`config.mk`:
```
export PLATFORM = sky130hd
export DESIGN_NAME = serial_cmp
export DESIGN_NICKNAME = d
export VERILOG_FILES = /design/src/rtl/serial_cmp.sv
export SDC_FILE = /design/constraint.sdc
export NUM_CORES = 1
export LEC_CHECK = 0
export CORE_AREA = 2 2 39 41
export DETAILED_ROUTE_END_ITERATION = 10
export DIE_AREA = 0 0 41 43
export HOLD_SLACK_MARGIN = 0.08
export SLEW_MARGIN = 10
export SYNTH_ARGS = -nofsm -noshare
export SYNTH_HDL_FRONTEND = slang
export SYNTH_SLANG_ARGS = --single-unit
```
`constraint.sdc`:
```
create_clock -name clk -period 2.1 [get_ports clk]
set_input_delay 0.315 -clock clk [delete_from_list [all_inputs] [get_ports clk]]
set_output_delay 0.315 -clock clk [all_outputs]
set_load 0.005 [all_outputs]
```
`src/rtl/serial_cmp.sv`:
```
// Bit-serial unsigned magnitude comparator, MSB first.
// Reports X >= Y and X != Y after N valid bits.
module serial_cmp #(
  parameter int N = 8
) (
  input  logic clk,
  input  logic resetn,
  input  logic start,
  input  logic bit_valid,
  input  logic x_bit,
  input  logic y_bit,
  output logic busy,
  output logic done,
  output logic ge,
  output logic ne
);

  localparam int CW = (N > 1) ? $clog2(N) : 1;
  localparam logic [CW-1:0] LAST = CW'(N - 1);

  typedef enum logic [1:0] {
    IDLE = 2'd0,
    RUN  = 2'd1,
    DONE = 2'd2
  } state_t;

  state_t        state;
  logic [CW-1:0] cnt;
  logic          decided;
  logic          gt;
  logic          dec_nx;
  logic          gt_nx;

  // Only the first differing bit decides; later bits are ignored.
  always_comb begin
    dec_nx = decided;
    gt_nx  = gt;
    if (!decided && (x_bit != y_bit)) begin
      dec_nx = 1'b1;
      gt_nx  = x_bit;
    end
  end

  always_ff @(posedge clk or negedge resetn) begin
    if (!resetn) begin
      state   <= IDLE;
      cnt     <= '0;
      decided <= 1'b0;
      gt      <= 1'b0;
      busy    <= 1'b0;
      done    <= 1'b0;
      ge      <= 1'b0;
      ne      <= 1'b0;
    end else begin
      unique case (state)
        IDLE: begin
          done <= 1'b0;
          if (start) begin
            state   <= RUN;
            cnt     <= '0;
            decided <= 1'b0;
            gt      <= 1'b0;
            ge      <= 1'b0;
            ne      <= 1'b0;
            busy    <= 1'b1;
          end
        end
        RUN: begin
          if (bit_valid) begin
            decided <= dec_nx;
            gt      <= gt_nx;
            if (cnt == LAST) begin
              state <= DONE;
              cnt   <= '0;
              busy  <= 1'b0;
              done  <= 1'b1;
              ne    <= dec_nx;
              ge    <= dec_nx ? gt_nx : 1'b1;
            end else begin
              cnt <= cnt + CW'(1);
            end
          end
        end
        DONE: begin
          done <= 1'b0;
          if (start) begin
            state   <= RUN;
            cnt     <= '0;
            decided <= 1'b0;
            gt      <= 1'b0;
            ge      <= 1'b0;
            ne      <= 1'b0;
            busy    <= 1'b1;
          end else begin
            state <= IDLE;
          end
        end
        default: begin
          state <= IDLE;
          busy  <= 1'b0;
          done  <= 1'b0;
        end
      endcase
    end
  end

endmodule

```
Yosys cells after proc, flatten, opt, wreduce, memory -nomap -nowiden
Index checks and enable logic that the tools add are counted.

Add/subtract/negate cells: 1. Multipliers: 0. Div/mod/pow operators: 0. Order comparisons: 0. Equal/unequal tests: 8. Shift operators: 0. Multiplexer cells: 30. Bitwise operators: 0. Reduce and logical (&&, ||, !) cells: 10.

Operators with widths (number): 2-to-1 mux 1 bit (17); case mux 1 bit (2 select lines) (5); 2-to-1 mux 3 bit (3); AND reduction 3 bit (3); 2-to-1 mux 2 bit (3); inequality test 2 bit (second input constant) (3); case mux 2 bit (3 select lines) (1); case mux 3 bit (2 select lines) (1); AND reduction 4 bit (1); adder 3 x 1 -> 3 bit (second input constant) (1); == test 3 bit (second input constant) (1); == test 2 x 1 -> 1 bit (second input constant) (1); == test 2 bit (second input constant) (1); logical NOT 2 bit (1); inequality test 2 x 1 -> 1 bit (second input constant) (1); AND reduction 2 bit (1); nonzero test 2 bit (1); OR reduction 2 bit (1); logical AND 1 bit (1); logical NOT 1 bit (1); inequality test 1 bit (1).

Register bits after elaboration: 11. Bits in latches: 0. RAM bits: 0. Bits in read-only memories: 0. Input port bits: 6. Output and inout port bits: 4. Logic and storage cells: 57. Memories: 0.

Logic depth before layout (Yosys ltp)
Gate-level depths: netlist (run 1).

Depth in word-level cells: 7. Mapped depth: 5. Mapped depth without buffers: 5.

Worst setup path before layout (run 1)
No wires, ideal clock.

Kind: register to register. Start point: register cnt[0]. End point: register ne. Setup time: 0.126 ns. Data arrival time: 1.116 ns. Data required time: 1.974 ns. Setup slack: 0.858 ns. Stages on the path, launching flop included: 6. Buffers on the path: 0. Period minus slack after synthesis: 1.242 ns. Path through: dfrtp_1 -> ha_1 -> ha_1 -> nand4b_2 -> nor3_1 -> a21oi_1.

Word-level cells in the longest chain between the ends: 3.

RTL lines: from (decl) (RTL line 28) `logic [CW-1:0] cnt;`; from (signal assigned) (RTL line 80) `cnt <= cnt + CW'(1);`; == test 3 bit (RTL line 72) `if (cnt == LAST) begin`; inequality test 2 bit (no source line); AND reduction 4 bit (no source line); to (signal assigned) (RTL line 77) `ne <= dec_nx;`; to (decl) (RTL line 15) `output logic ne`.

No other way between the ends. A chain may end at the register's enable or synchronous reset.

Worst setup path in the final report (run 1)
Start point: register ne. End point: output port ne.

No word-level cell between the ends.

==> results of run 1 <==
worst max path at each step:
stage / end / slack [ps] / startpoint / cells past startpoint
finish: ne / 660 / ne$_DFFE_PN0P_ / 1
global route: ne$_DFFE_PN0P_ / 530 / cnt[0]$_DFFE_PN0P_ / 5
CTS: ne / 650 / ne$_DFFE_PN0P_ / 1
detailed placement: ne$_DFFE_PN0P_ / 610 / bit_valid / 4
global placement: ne$_DFFE_PN0P_ / 620 / bit_valid / 4
floorplan: ne$_DFFE_PN0P_ / 860 / cnt[0]$_DFFE_PN0P_ / 5
layout make-up:
cell class,count,area (um^2),share of cell area
Multi-Input combinational cell,36,238,0.360
Sequential cell,11,275,0.417
Timing Repair Buffer,9,90.1,0.136
Clock buffer,4,26.3,0.0398
Inverter,3,11.3,0.0170
Tap cell,16,20.0,0.0303
layer usage:
layer | global-route usage | vias up | wire length (um)
li1 | - | 204 | -
met1 | 0.192 | 182 | 440
met2 | 0.178 | 9 | 370
met3 | 0.0471 | 4 | 39
met4 | 0.100 | 0 | 30
met5 | 0 | - | 0
placed cells by master (no fill, tap or decap):
cell type / instances
ha_1: 2
clkdlybuf4s50_1: 9
dfrtp_1: 11
nor3_1: 2
nand3_1: 4
mux2i_1: 2
clkbuf_1: 1
o21ai_1: 3
inv_1: 3
a21oi_1: 4
o41ai_2: 1
xor2_1: 1
clkbuf_4: 3
nor2_1: 3
nand4b_2: 1
nand3b_2: 1
o21bai_1: 1
nand2_2: 1
a22oi_1: 1
nand2b_1: 4
nand2_1: 5
flip-flops by register name, indices dropped and copies added (netlist names):
name	count
cnt	3
state	2
busy	1
decided	1
done	1
ge	1
gt	1
ne	1
report_power, final:
group	switching [mW]	internal [mW]
Combinational	0.137	0.169
Clock	0.0706	0.0734
Sequential	0.0693	0.297
stage by stage:
| stage | hold slack [ps] | instance area [um^2] | std cells | setup WS (ps) |
|---|---|---|---|---|
| global placement | 478 | 634 | 75 | 621 |
| floorplan | 19.4 | 536 | 51 | 858 |
| global route | 417 | 661 | 79 | 528 |
| detailed placement | 480 | 634 | 75 | 605 |
| finish | 390 | 661 | 79 | 658 |
| CTS | 404 | 661 | 79 | 647 |
logic make-up (layout without fill, tap and decap cells):
family                   Yosys count  in the layout  synth area share
AND/OR/NAND/NOR                   21             21             0.220
flip-flops                        11             11             0.514
buffers and inverters              4             16            0.0421
multiplexers                       2              2            0.0374
adder cells (fa/ha/maj)            2              2            0.0467
XOR/XNOR                           1              1            0.0164
AO/OA/AOI/OAI                     10             10             0.124
==> impl_metrics.json, run 1 <==
{
  "outcome": "completed",
  "ioPinCount": 10,
  "nets": 72,
  "cp_slowest_stage_delay_ps": 500,
  "synth_top_area_cell": "dfrtp_1",
  "h-tree-depth": 1,
  "reg2reg_depth": 5,
  "start_util": 0.387,
  "first_global_vias": 368,
  "min_period_ps": 1440,
  "path_max_fanout": 2,
  "cts_root_buf": "clkbuf_4",
  "r2r_end": "ne$_DFFE_PN0P_",
  "skew_ps": 2.95,
  "max-slew-margin-rel": 0.654,
  "grt_max_degree": 12,
  "rrSetupSlack_ps": 700,
  "fp.coreArea_mm2": 0.00138,
  "numCtsBuffers": 3,
  "drive_above_1_share": 0.111,
  "yosys-top-cells-area": "dfrtp_1, ha_1, nand2b_1, a21oi_1, mux2i_1",
  "synth_flop_cell": "dfrtp_1",
  "period_share": 0.687,
  "wl_per_cell_um": 11.2,
  "synthCells": 51,
  "ant_nets": 0,
  "viasPerCell": 5.05,
  "synth_seq_cells": 11,
  "finalWeightedCongestion": 0.617,
  "clk_path_buf_depth": 2,
  "synth_area_um2": 536,
  "r2r_start": "cnt[0]$_DFFE_PN0P_",
  "worst_slew_pin_slew_ps": 518,
  "cp-start-kind": "register",
  "cp.arrival_ps": 1130,
  "synth_top_area_frac": 0.514,
  "grt_usage": 0.141,
  "yosysSeqAreaShare": 0.514,
  "cellLeakagePower_nw": 0.323,
  "synth.most_common_cell": "dfrtp_1",
  "fin_total_pwr_mw": 0.817,
  "fp.dieH_um": 43,
  "clkSlewWorstSetupHoldPaths_ps": 70,
  "postCtsSetupRepairBufs": 0,
  "crit_family": "buffers and inverters",
  "hpwl_um": 649,
  "hold_violations": 0,
  "max_clock_freq_mhz": 694,
  "fp.dieW_um": 41,
  "routed_wl_um": 881,
  "cp-end-kind": "output pin",
  "die-area_mm2": 0.00176,
  "setup_violations": 0,
  "slowest_stage": "clkdlybuf4s50_1",
  "antenna_found_initial": 0,
  "async_flop_share": 1.00,
  "grt_overflow_total": 0,
  "synth_fp_nets": 59,
  "crit_type": "register to output pin",
  "synth_cell_types": 19,
  "cts_tree": "built",
  "io_buffers": 9,
  "tns_ps": 0,
  "utilization": 0.477,
  "synth-edff-count": 0,
  "drc": 0,
  "worst-path-buf-inv": 1,
  "critical_path.cell_chain": "clkdlybuf4s50_1",
  "drtIter0Drc": 2,
  "synth.cells.most_frequent": "dfrtp_1, nand2_1, a21oi_1, nand2b_1, nand3_1",
  "holdBufCountCts": 0,
  "power_density_mw_per_mm2": 1240,
  "worstHoldPathType": "input port to async pin",
  "yosys_warnings": 0,
  "rows": 14,
  "firstDrtPassIters": 2,
  "diodes": 0,
  "area_delta_synth_final_pct": 23.4,
  "ctsResizeCount": 0,
  "synth.avg_cell_area_um2": 10.5,
  "clkLatencyLatePin_ps": 260,
  "grt_pass1_wl_um": 1600,
  "drv_slew": 0,
  "irDropWorstVdd_v": 0.000565,
  "fillers": 146,
  "rsz0062_at_grt": "no",
  "maxCapViolCount": 0,
  "required_ps": 1780,
  "dr_total_vias": 399,
  "clock_sinks": 11
}
Power figures use the tool's default switching activity.
==> inputs of run 2 (changes only) <==
--- a/config.mk
+++ b/config.mk
@@ -9,6 +9,7 @@
 export DETAILED_ROUTE_END_ITERATION = 10
 export DIE_AREA = 0 0 41 43
 export HOLD_SLACK_MARGIN = 0.08
+export PLACE_DENSITY = 0.67
 export SLEW_MARGIN = 10
 export SYNTH_ARGS = -nofsm -noshare
 export SYNTH_HDL_FRONTEND = slang
==> constraint.sdc (replaced) <==
create_clock -name clk -period 1.2 [get_ports clk]
set_input_delay 0.18 -clock clk [delete_from_list [all_inputs] [get_ports clk]]
set_output_delay 0.18 -clock clk [all_outputs]
set_load 0.005 [all_outputs]
==> run 2 against run 1 <==
Compared with the run above: critical path depth is 2 higher; cell count increased by 8.9%; count of clock-buffer cells in the layout unchanged; clock skew about the same; sequential share of layout area decreased by 4.5 points; critical path type is now register to register; global-route usage rose by 0.64 points; wire length rose by 17%; non-clock buffer count grew 7; design area rose by 12%; utilization up 5.8 points; sequential cell count unchanged.
==> impl_metrics.json, run 2 (synthesis gave the netlist of run 1 again) <==
{
  "fp.dieW_um": 41,
  "drv_slew": 0,
  "cp_slowest_stage_delay_ps": 390,
  "max_clock_freq_mhz": 861,
  "viasPerCell": 4.97,
  "worst_slew_pin_slew_ps": 320,
  "r2r_start": "cnt[0]$_DFFE_PN0P_",
  "largest_reg_flops": 3,
  "rrSetupSlack_ps": 40,
  "irDropWorstVdd_v": 0.000805,
  "crit_family": "flip-flops",
  "final.setup.worst_slack_ps": 39.2,
  "largest_register": "cnt",
  "rsz0062_at_grt": "yes",
  "io_buffers": 9,
  "drtIter0Drc": 2,
  "hpwl_um": 664,
  "critical_path.cell_chain": "ha_2, ha_4, o41ai_2",
  "routed_wl_um": 1030,
  "power_density_mw_per_mm2": 2120,
  "rows": 14,
  "r2r_end": "cnt[0]$_DFFE_PN0P_",
  "cp-end-kind": "register",
  "fp.dieH_um": 43,
  "maxCapViolCount": 0,
  "drc": 0,
  "drive_above_1_share": 0.257,
  "worstHoldPathType": "input port to async pin",
  "crit_path_end": "cnt[0]$_DFFE_PN0P_",
  "min_period_ps": 1160,
  "top_regs": "cnt: 3 flops, state: 2 flops",
  "path_max_fanout": 4,
  "hold_slack_ps": 194,
  "first_global_vias": 422,
  "grt_max_degree": 12,
  "clkSlewWorstSetupHoldPaths_ps": 70,
  "firstDrtPassIters": 4,
  "skew_ps": 3.21,
  "final_cell_mix": "dfrtp_1, buf_4, nand2_1, clkdlybuf4s50_1",
  "slowest_stage": "dfrtp_1",
  "crit_type": "register to register",
  "path_depth": 3,
  "utilization": 0.535,
  "grt_pass1_wl_um": 1650,
  "tns_ps": 0,
  "dr_total_vias": 427,
  "grt_overflow_total": 0,
  "grt_usage": 0.147,
  "reg2reg_depth": 3,
  "crit_start": "cnt[0]$_DFFE_PN0P_",
  "fp.coreArea_mm2": 0.00138,
  "clkLatencyLatePin_ps": 270,
  "die-area_mm2": 0.00176,
  "finalWeightedCongestion": 0.707,
  "cellLeakagePower_nw": 0.374,
  "outcome": "completed",
  "h-tree-depth": 1,
  "worst-path-buf-inv": 0,
  "ant_nets": 0,
  "period_share": 0.967,
  "cp-start-kind": "register",
  "final_area_um2": 741,
  "place_inst": 78,
  "max-slew-margin-rel": 0.787,
  "area_delta_synth_final_pct": 38.3,
  "start_util": 0.387,
  "cts_tree": "built",
  "wl_per_cell_um": 12.0,
  "hold_violations": 0,
  "final_common_cell": "dfrtp_1",
  "pre_cts_slack_ps": -126,
  "diodes": 0,
  "clk_path_buf_depth": 2,
  "cp.arrival_ps": 1330,
  "clock_sinks": 11,
  "required_ps": 1370,
  "ioPinCount": 10,
  "cts_root_buf": "clkbuf_4",
  "fin_total_pwr_mw": 1.57,
  "antenna_found_initial": 0,
  "numCtsBuffers": 3,
  "setup_violations": 0,
  "final-instance-count-excl-fill": 86,
  "placed_area_um2": 659,
  "nets": 79
}
## run 2: cell types whose count changed in the layout (fill, tap and decap cells not counted), sizes merged
cell           delta
buf               +7
dlygate4sd2       +4
clkdlybuf4s50     -4
## run 2: worst min-delay path by stage
stage	startpoint	endpoint	slack, ps	depth (start not counted)
5_1_grt	resetn	done$_DFFE_PN0P_	200	2
6_report	resetn	done$_DFFE_PN0P_	190	2
2_1_floorplan	resetn	busy$_DFFE_PN0P_	-120	0
4_1_cts	resetn	cnt[0]$_DFFE_PN0P_	190	2
3_3_place_gp	state[1]$_DFFE_PN0P_	done$_DFFE_PN0P_	460	1
3_5_place_dp	state[1]$_DFFE_PN0P_	done$_DFFE_PN0P_	470	1
## run 2: cell type report
type	instances	area [um^2]
sequential	11	275
inverter	3	11.3
multi-input combinational	36	270
timing repair buffer	16	138
tap	16	20.0
fill	132	643
clock buffer	4	26.3
## run 2: what timing repair did
item,CTS,global route
buffers inserted,3,1
cloned,0,0
endpoints found under the setup margin,8,5
hold buffers,0,0
gates resized for setup,7,2
## run 2: power breakdown
| group | total (mW) | internal (mW) | switching (mW) |
|---|---|---|---|
| clock | 0.256 | 0.129 | 0.128 |
| combinational | 0.662 | 0.369 | 0.293 |
| sequential | 0.650 | 0.520 | 0.129 |
| total | 1.57 | 1.02 | 0.550 |
## run 2: layer usage
layer / up-vias / share of wire / wire length, um / GRT usage
met5: - / 0 / 0 / 0
met4: 0 / 0.043 / 44 / 0.160
met3: 4 / 0.030 / 31 / 0.0157
met2: 9 / 0.49 / 508 / 0.222
met1: 195 / 0.43 / 447 / 0.157
li1: 219 / - / - / -
